==> src/rtl/cont_nbits_updown_pkg.sv <==
// Shared definitions for the parametrised up/down counter family:
// direction encoding and width helpers for the prescaler phase register.
package cont_nbits_updown_pkg;

  localparam logic CNT_UP   = 1'b1;
  localparam logic CNT_DOWN = 1'b0;

  function automatic int cont_clog2(input int value);
    int result;
    int rem;
    result = 0;
    rem    = value - 1;
    while (rem > 0) begin
      result = result + 1;
      rem    = rem >> 1;
    end
    return result;
  endfunction

  // Phase register needs at least one bit even when PRESCALE is a power of two of 1 or 2.
  function automatic int cont_pc_width(input int prescale);
    int w;
    w = cont_clog2(prescale);
    return (w < 1) ? 1 : w;
  endfunction

endpackage

==> src/rtl/cont_prescaler.sv <==
// Enable prescaler: emits one tick per PRESCALE enabled cycles; restart
// forces the phase back to zero. PRESCALE = 1 degenerates to a gated wire.
module cont_prescaler
  import cont_nbits_updown_pkg::*;
#(
  parameter int PRESCALE = 1
) (
  input  logic clk,
  input  logic reset_n,
  input  logic enable,
  input  logic restart,
  output logic tick
);

  if (PRESCALE == 1) begin : g_bypass
    logic unused_bypass;
    assign unused_bypass = clk ^ restart;
    assign tick = enable & reset_n;
  end else begin : g_count
    localparam int PCW = cont_pc_width(PRESCALE);
    localparam logic [PCW-1:0] PC_LAST = PCW'(PRESCALE - 1);

    logic [PCW-1:0] pc_q;
    logic [PCW-1:0] pc_d;

    always_comb begin
      pc_d = pc_q;
      if (restart) begin
        pc_d = '0;
      end else if (enable) begin
        pc_d = (pc_q == PC_LAST) ? '0 : pc_q + 1'b1;
      end
    end

    always_ff @(posedge clk or negedge reset_n) begin
      if (!reset_n) begin
        pc_q <= '0;
      end else begin
        pc_q <= pc_d;
      end
    end

    // Gating with reset_n keeps tick low while reset is held, even with enable high.
    assign tick = enable & reset_n & (pc_q == PC_LAST);
  end

endmodule

==> src/rtl/cont_nbits_updown.sv <==
// Modulo-N up/down counter with clear, clamped load, prescaled enable and a
// combinational cascade terminal count.
module cont_nbits_updown
  import cont_nbits_updown_pkg::*;
#(
  parameter int WIDTH    = 4,
  parameter int MODULO   = 16,
  parameter int PRESCALE = 1
) (
  input  logic             clk,
  input  logic             reset_n,
  input  logic             enable,
  input  logic             up_down,
  input  logic             clear,
  input  logic             load,
  input  logic [WIDTH-1:0] din,
  output logic [WIDTH-1:0] Q,
  output logic             TC,
  output logic             tick
);

  localparam logic [WIDTH-1:0] Q_MAX = WIDTH'(MODULO - 1);

  logic [WIDTH-1:0] q_q;
  logic [WIDTH-1:0] q_d;
  logic [WIDTH-1:0] load_val;
  logic             tick_w;
  logic             restart;

  assign restart = clear | load;

  cont_prescaler #(
    .PRESCALE(PRESCALE)
  ) u_prescaler (
    .clk    (clk),
    .reset_n(reset_n),
    .enable (enable),
    .restart(restart),
    .tick   (tick_w)
  );

  // A full-range modulus can never see an out-of-range din, so no clamp is built.
  if (MODULO == (1 << WIDTH)) begin : g_noclamp
    assign load_val = din;
  end else begin : g_clamp
    assign load_val = (din > Q_MAX) ? Q_MAX : din;
  end

  always_comb begin
    q_d = q_q;
    if (clear) begin
      q_d = '0;
    end else if (load) begin
      q_d = load_val;
    end else if (tick_w) begin
      if (up_down == CNT_UP) begin
        q_d = (q_q == Q_MAX) ? '0 : q_q + 1'b1;
      end else begin
        q_d = (q_q == '0) ? Q_MAX : q_q - 1'b1;
      end
    end
  end

  always_ff @(posedge clk or negedge reset_n) begin
    if (!reset_n) begin
      q_q <= '0;
    end else begin
      q_q <= q_d;
    end
  end

  assign Q    = q_q;
  assign tick = tick_w;
  assign TC   = tick_w & ((up_down == CNT_UP) ? (q_q == Q_MAX) : (q_q == '0));

endmodule

==> config.mk <==
export PLATFORM = sky130hd
export DESIGN_NAME = cont_nbits_updown
export DESIGN_NICKNAME = d
export VERILOG_FILES = /design/src/rtl/cont_nbits_updown_pkg.sv /design/src/rtl/cont_prescaler.sv /design/src/rtl/cont_nbits_updown.sv
export SDC_FILE = /design/constraint.sdc
export NUM_CORES = 1
export LEC_CHECK = 0
export BUFFER_PORTS_ARGS = -buffer_cell sky130_fd_sc_hd__buf_2
export CORE_AREA = 2 2 39 41
export CTS_CLUSTER_DIAMETER = 60
export DETAILED_ROUTE_END_ITERATION = 8
export DIE_AREA = 0 0 41 43
export PLACE_DENSITY = 0.57
export SKIP_LAST_GASP = 1
export SLEW_MARGIN = 20
export SYNTH_ARGS = -nofsm -noshare
export SYNTH_HDL_FRONTEND = slang
export SYNTH_SLANG_ARGS = --single-unit
==> constraint.sdc <==
create_clock -name clk -period 1.9 [get_ports clk]
set_input_delay 0.095 -clock clk [delete_from_list [all_inputs] [get_ports clk]]
set_output_delay 0.095 -clock clk [all_outputs]
set_load 0.02 [all_outputs]
==> results_dict.tcl, run 1 <==
set metrics [dict create \
    maxCapViolations 0 \
    wl_met3_um 40 \
    row_count 14 \
    slew_viol_final 0 \
    clockBufferDepth 2 \
    rsz0062_at_grt "false" \
    met2_length_um 453 \
    wl_per_cell_um 11.9 \
    ys_ff_latch 4 \
    overflow 0 \
    vias 399 \
    ff_latch_area_um2 100 \
    worstSetupStartpointType "register" \
    pwr_density_cell_nw_per_um2 611 \
    grt_max_degree 10 \
    clk_transition_reported_paths_ns 0.04 \
    finClkSkew_ns 0.00383 \
    ys_seq_area_share_pct 27.6 \
    hold_viol_final 0 \
    coreArea_um2 1380 \
    status "complete, no violations" \
    portBuffers 15 \
    start_util_pct 26.2 \
    layout.nets 79 \
    layout-drive-gt1-share_pct 35.4 \
    drt_wl_total_um 960 \
    cts-root-buf "clkbuf_4" \
    ir_drop_mv 0.206 \
    cp_data_arrival_time_ns 1.70 \
    met1_length_um 466 \
    setup_viol 0 \
    die-area_um2 1760 \
    cts_tree "done" \
    crit_path_max_incr_delay_ns 0.37 \
    hpwl_um 772 \
    top_layer "met3" \
    clkLatencyLatePin_ns 0.23 \
    ant_nets 0 \
    power_mw 0.303 \
    drtIter0Drc 14 \
    die-width_um 41 \
    syn_avg_cell_area_um2 8.06 \
    ctsHtreeMaxLevel 1 \
    min_period_ns 1.79 \
    grt_pass1_wl_mm 1.41 \
    fin_cells 81 \
    cts_buffers 3 \
    critPathKind "reg2out" \
    io_pins 16 \
    dr.pass1.iters 4 \
    largest_reg_flops 4 \
    worst_pin_slew_ns 0.328 \
    yosysTopAreaCell "dfrtp_1" \
    dp_cells 77 \
    design_area_um2 497 \
    required_ns 1.80 \
    track_usage_pct 12.0 \
    multi_input_area_um2 228 \
    placed_area_um2 464 \
    fin_tns_setup_ns 0 \
    netlist_instances 45 \
    p_leak_nw 0.256 \
    path_cells "inv_1, ha_1, or3b_1, or2_1, a21oi_2, buf_2" \
    netlist.area_leader.share_pct 27.6 \
    synth_area_um2 363 \
    antenna_cells 0 \
    crit_slowest_cell "dfrtp_1" \
    synthDistinctLibCells 25 \
    die_y_um 43 \
    via_per_inst 4.93 \
    yosys_warnings 0 \
    area_growth_syn_to_layout_pct 36.9 \
    hp-class "in2reg" \
    cts_sinks 4 \
    slew_headroom_pct 77.9 \
    min_period_over_period_pct 94.3 \
    grt_antenna_before_repair 0 \
    crit_path_max_fanout 3 \
    grt_pass1_vias 304 \
    cts_setup_buffers 0 \
    nFillCells 150 \
    yosys-top-cells-area "dfrtp_1, ha_1, nor2_1" \
    drc 0 \
    gp_congestion 0.713 \
    cp-end-kind "primary output" \
    fmax_mhz 558 \
    synth_nets 57 \
]
[path summary, 6_finish.rpt]
| check | cells after the start | slack, ns | endpoint | start |
|---|---|---|---|---|
| worst max-delay path | 6 | 0.11 | TC | Q[0] |
| min in group asynchronous | 2 | 0.21 | Q[3] | reset_n |
| worst max register to register | 6 | 0.45 | Q[2] | Q[0] |
| worst min register to register | 2 | 0.73 | Q[3] | Q[3] |
| worst min-delay path | 2 | 0.08 | Q[2] | clear |
| max in group asynchronous | 2 | 1.55 | Q[0] | reset_n |
[layer usage]
metal,GRT usage (%),up-vias
met5,0,-
met3,3.14,0
met4,6.00,0
met1,17.8,183
li1,-,203
met2,15.3,13
[Yosys cell counts (all sizes together)]
cell type / n
o311ai: 1
nor2: 6
ha: 2
o21ba: 1
a21oi: 4
mux2i: 1
nor3: 1
o31ai: 2
inv: 5
or3b: 1
buf: 1
a211oi: 2
o22ai: 1
o21ai: 1
a31oi: 3
or2: 1
xnor2: 1
nand4: 1
xor2: 1
o2111ai: 1
nand2: 2
a21o: 1
clkbuf: 1
dfrtp: 4
[report_power, final]
part	internal (mW)	total, mW	switching [mW]	leakage, nW
registers	0.0922	0.0988	0.00659	0.0518
clock network	0.0706	0.104	0.0334	0.0138
logic	0.0439	0.101	0.0566	0.190
[cell families (layout without fill, tap and decap cells)]
| family | Yosys count | count (layout) | share of synthesized area, % |
|---|---|---|---|
| compound gates | 17 | 17 | 32.8 |
| xor+xnor | 2 | 2 | 4.83 |
| fa+ha+maj | 2 | 2 | 6.90 |
| buf+inv | 7 | 27 | 9.65 |
| flops | 4 | 4 | 27.6 |
| mux | 1 | 1 | 2.76 |
| simple gates | 12 | 12 | 15.5 |
[cell type report]
class | instances | area share, %
flip-flops and latches | 4 | 20.2
well taps | 16 | 4.03
repair buffers | 19 | 21.7
clock buffers | 3 | 4.53
multi-input cells | 34 | 45.8
inverters | 5 | 3.78
[cell usage in the layout, fill, tap and decap left out, drive strengths merged, types with 2 or more instances in the layout]
| master | n |
|---|---|
| nor2 | 6 |
| ha | 2 |
| a211oi | 2 |
| a21oi | 4 |
| clkbuf | 3 |
| nand2 | 2 |
| o31ai | 2 |
| a31oi | 3 |
| buf | 18 |
| inv | 5 |
| dfrtp | 4 |
[worst max-delay path: cells and delay by family (launching register included)]
| kind | cells | cell delay, ns |
|---|---|---|
| simple gates | 2 | 0.59 |
| flops | 1 | 0.37 |
| buf+inv | 2 | 0.23 |
| fa+ha+maj | 1 | 0.16 |
| compound gates | 1 | 0.12 |
[stage by stage]
step                setup WS, ns  hold WS (ns)  util [%]
floorplan                  0.141        -0.201         -
global placement           0.369       -0.0902      33.5
detailed placement         0.339       -0.0853      33.5
CTS                       0.0898        0.0774      35.9
global route              0.0156        0.0866      35.9
finish                     0.108        0.0846      35.9
[what timing repair did]
item / in CTS / in global routing
resized for setup: 0 / 0
hold buffers: 1 / 0
endpoints found under the hold margin: 4 / 0
(Power assumes the default switching activity.)
==> run 2, diff against run 1 <==
==> constraint.sdc (replaced) <==
create_clock -name clk -period 2 [get_ports clk]
set_input_delay 0.1 -clock clk [delete_from_list [all_inputs] [get_ports clk]]
set_output_delay 0.1 -clock clk [all_outputs]
set_load 0.02 [all_outputs]
==> run 2 against run 1 <==
Against the previous run: via count increased by 2.5%; die area unchanged; global-route usage increased by 0.10 points; first-iteration DRC count decreased by 50%; critical endpoint unchanged; highest routed layer unchanged; total power decreased by 3.7%; count of clock-buffer cells in the layout unchanged; utilization unchanged; clock power about the same; sequential share of layout area unchanged; clock skew increased by 0.0077 ns; non-clock buffer count unchanged.
==> results_dict.tcl, run 2 (same netlist as run 1, synthesis figures left out) <==
set metrics [dict create \
    crit_path_max_fanout 3 \
    dr.pass1.iters 4 \
    worstSetupEndpoint "TC" \
    ant_nets 0 \
    status "complete, no violations" \
    fin_hold_ws_ns 0.0927 \
    start_util_pct 26.2 \
    row_count 14 \
    regToRegSetupSlack_ns 0.52 \
    gp_congestion 0.688 \
    die_y_um 43 \
    grt_antenna_before_repair 0 \
    cts-root-buf "clkbuf_4" \
    area_growth_syn_to_layout_pct 36.9 \
    cts_sinks 4 \
    clockBufferDepth 2 \
    hold_viol_final 0 \
    min_period_ns 1.82 \
    final_cell_mix "buf_2, nor2_1, inv_1, dfrtp_1" \
    ctsHtreeMaxLevel 1 \
    overflow 0 \
    grt_pass1_vias 329 \
    nFillCells 150 \
    finClkSkew_ns 0.0115 \
    drt_wl_total_um 936 \
    ir_drop_mv 0.385 \
    cts_buffers 3 \
    fmax_mhz 550 \
    ctsResizeCount 0 \
    vias 409 \
    grt_max_degree 10 \
    largest_reg_flops 4 \
    slew_viol_final 0 \
    track_usage_pct 12.1 \
    post-route-util_pct 35.9 \
    hpwl_um 689 \
    fin_tns_setup_ns 0 \
    pwr_density_cell_nw_per_um2 588 \
    layout_commonest_cell "buf_2" \
    grt_pass1_wl_mm 1.41 \
    r2r-end "Q[2]" \
    setup_viol 0 \
    worstSetupStartpointType "register" \
    required_ns 1.90 \
    min_period_over_period_pct 91.0 \
    slew_headroom_pct 79.0 \
    reg2regPathDepth 6 \
    worst_pin_slew_ns 0.311 \
    clk_transition_reported_paths_ns 0.04 \
    critPathLaunch "Q[0]" \
    drtIter0Drc 7 \
    power_mw 0.292 \
    antenna_cells 0 \
    layout-drive-gt1-share_pct 35.4 \
    coreArea_um2 1380 \
    hp-class "in2reg" \
    cts_tree "done" \
    r2r-start "Q[0]" \
    maxCapViolations 0 \
    critPathKind "reg2out" \
    layout.nets 79 \
    clkLatencyLatePin_ns 0.24 \
    via_per_inst 5.05 \
    cp_data_arrival_time_ns 1.72 \
    cp-end-kind "primary output" \
    wl_per_cell_um 11.6 \
    portBuffers 15 \
    p_leak_nw 0.256 \
    drc 0 \
    rsz0062_at_grt "false" \
    die-area_um2 1760 \
    io_pins 16 \
    die-width_um 41 \
]
==> run 2: cell counts in the layout (fill, tap and decap cells not counted) <==
Identical to the previous run, type by type.
==> run 2: how the worst min path moves through the flow <==
stage                 start   end  slack, ns  depth (start not counted)
floorplan           reset_n  Q[0]      -0.20                          0
global placement    reset_n  Q[3]      -0.08                          1
detailed placement  reset_n  Q[3]      -0.08                          1
CTS                   clear  Q[2]       0.09                          2
global route          clear  Q[2]       0.09                          2
finish                clear  Q[2]       0.09                          2
==> run 2: worst max-delay path, cell delays in order, from the launching register on <==
cell,delay (ns)
dfrtp_1,0.38
inv_1,0.06
ha_1,0.17
or3b_1,0.36
or2_1,0.22
a21oi_2,0.12
buf_2,0.17
==> run 2: where the power goes <==
group          internal (mW)  total [mW]  switching [mW]  leakage (nW)
Sequential            0.0876      0.0937         0.00613        0.0518
Combinational         0.0416      0.0948          0.0532         0.190
Clock                 0.0673       0.104          0.0363        0.0138
Total                  0.197       0.292          0.0956         0.256
==> run 2: layer usage <==
layer | routed length, um | track usage, % | vias up | share of wire (%)
met4 | 0 | 2.00 | 0 | 0
met2 | 447 | 18.8 | 15 | 48
met5 | 0 | 0 | - | 0
met1 | 434 | 14.6 | 189 | 46
met3 | 55 | 6.28 | 0 | 5.9
li1 | - | - | 205 | -
==> run 2: what timing repair did <==
action,CTS,global route
setup buffers,0,0
endpoints found under the setup margin,0,0
hold endpoints to repair,4,0
hold buffers,1,0
==> run 2: final cells by class <==
class	instances	area [um2]	share of cell area (%)
inverter	5	18.8	3.78
clock buffer	3	22.5	4.53
tap	16	20.0	4.03
timing repair buffer	19	108	21.7
multi-input combinational	34	228	45.8
sequential	4	100	20.2
==> run 2: metrics by stage <==
step	worst slack (ns)	std cells	cell area, um2
final	0.181	81	497
after global routing	0.0464	81	497
after CTS	0.174	81	497
after detailed placement	0.445	77	464
after global placement	0.465	77	464
after floorplan	0.236	45	363
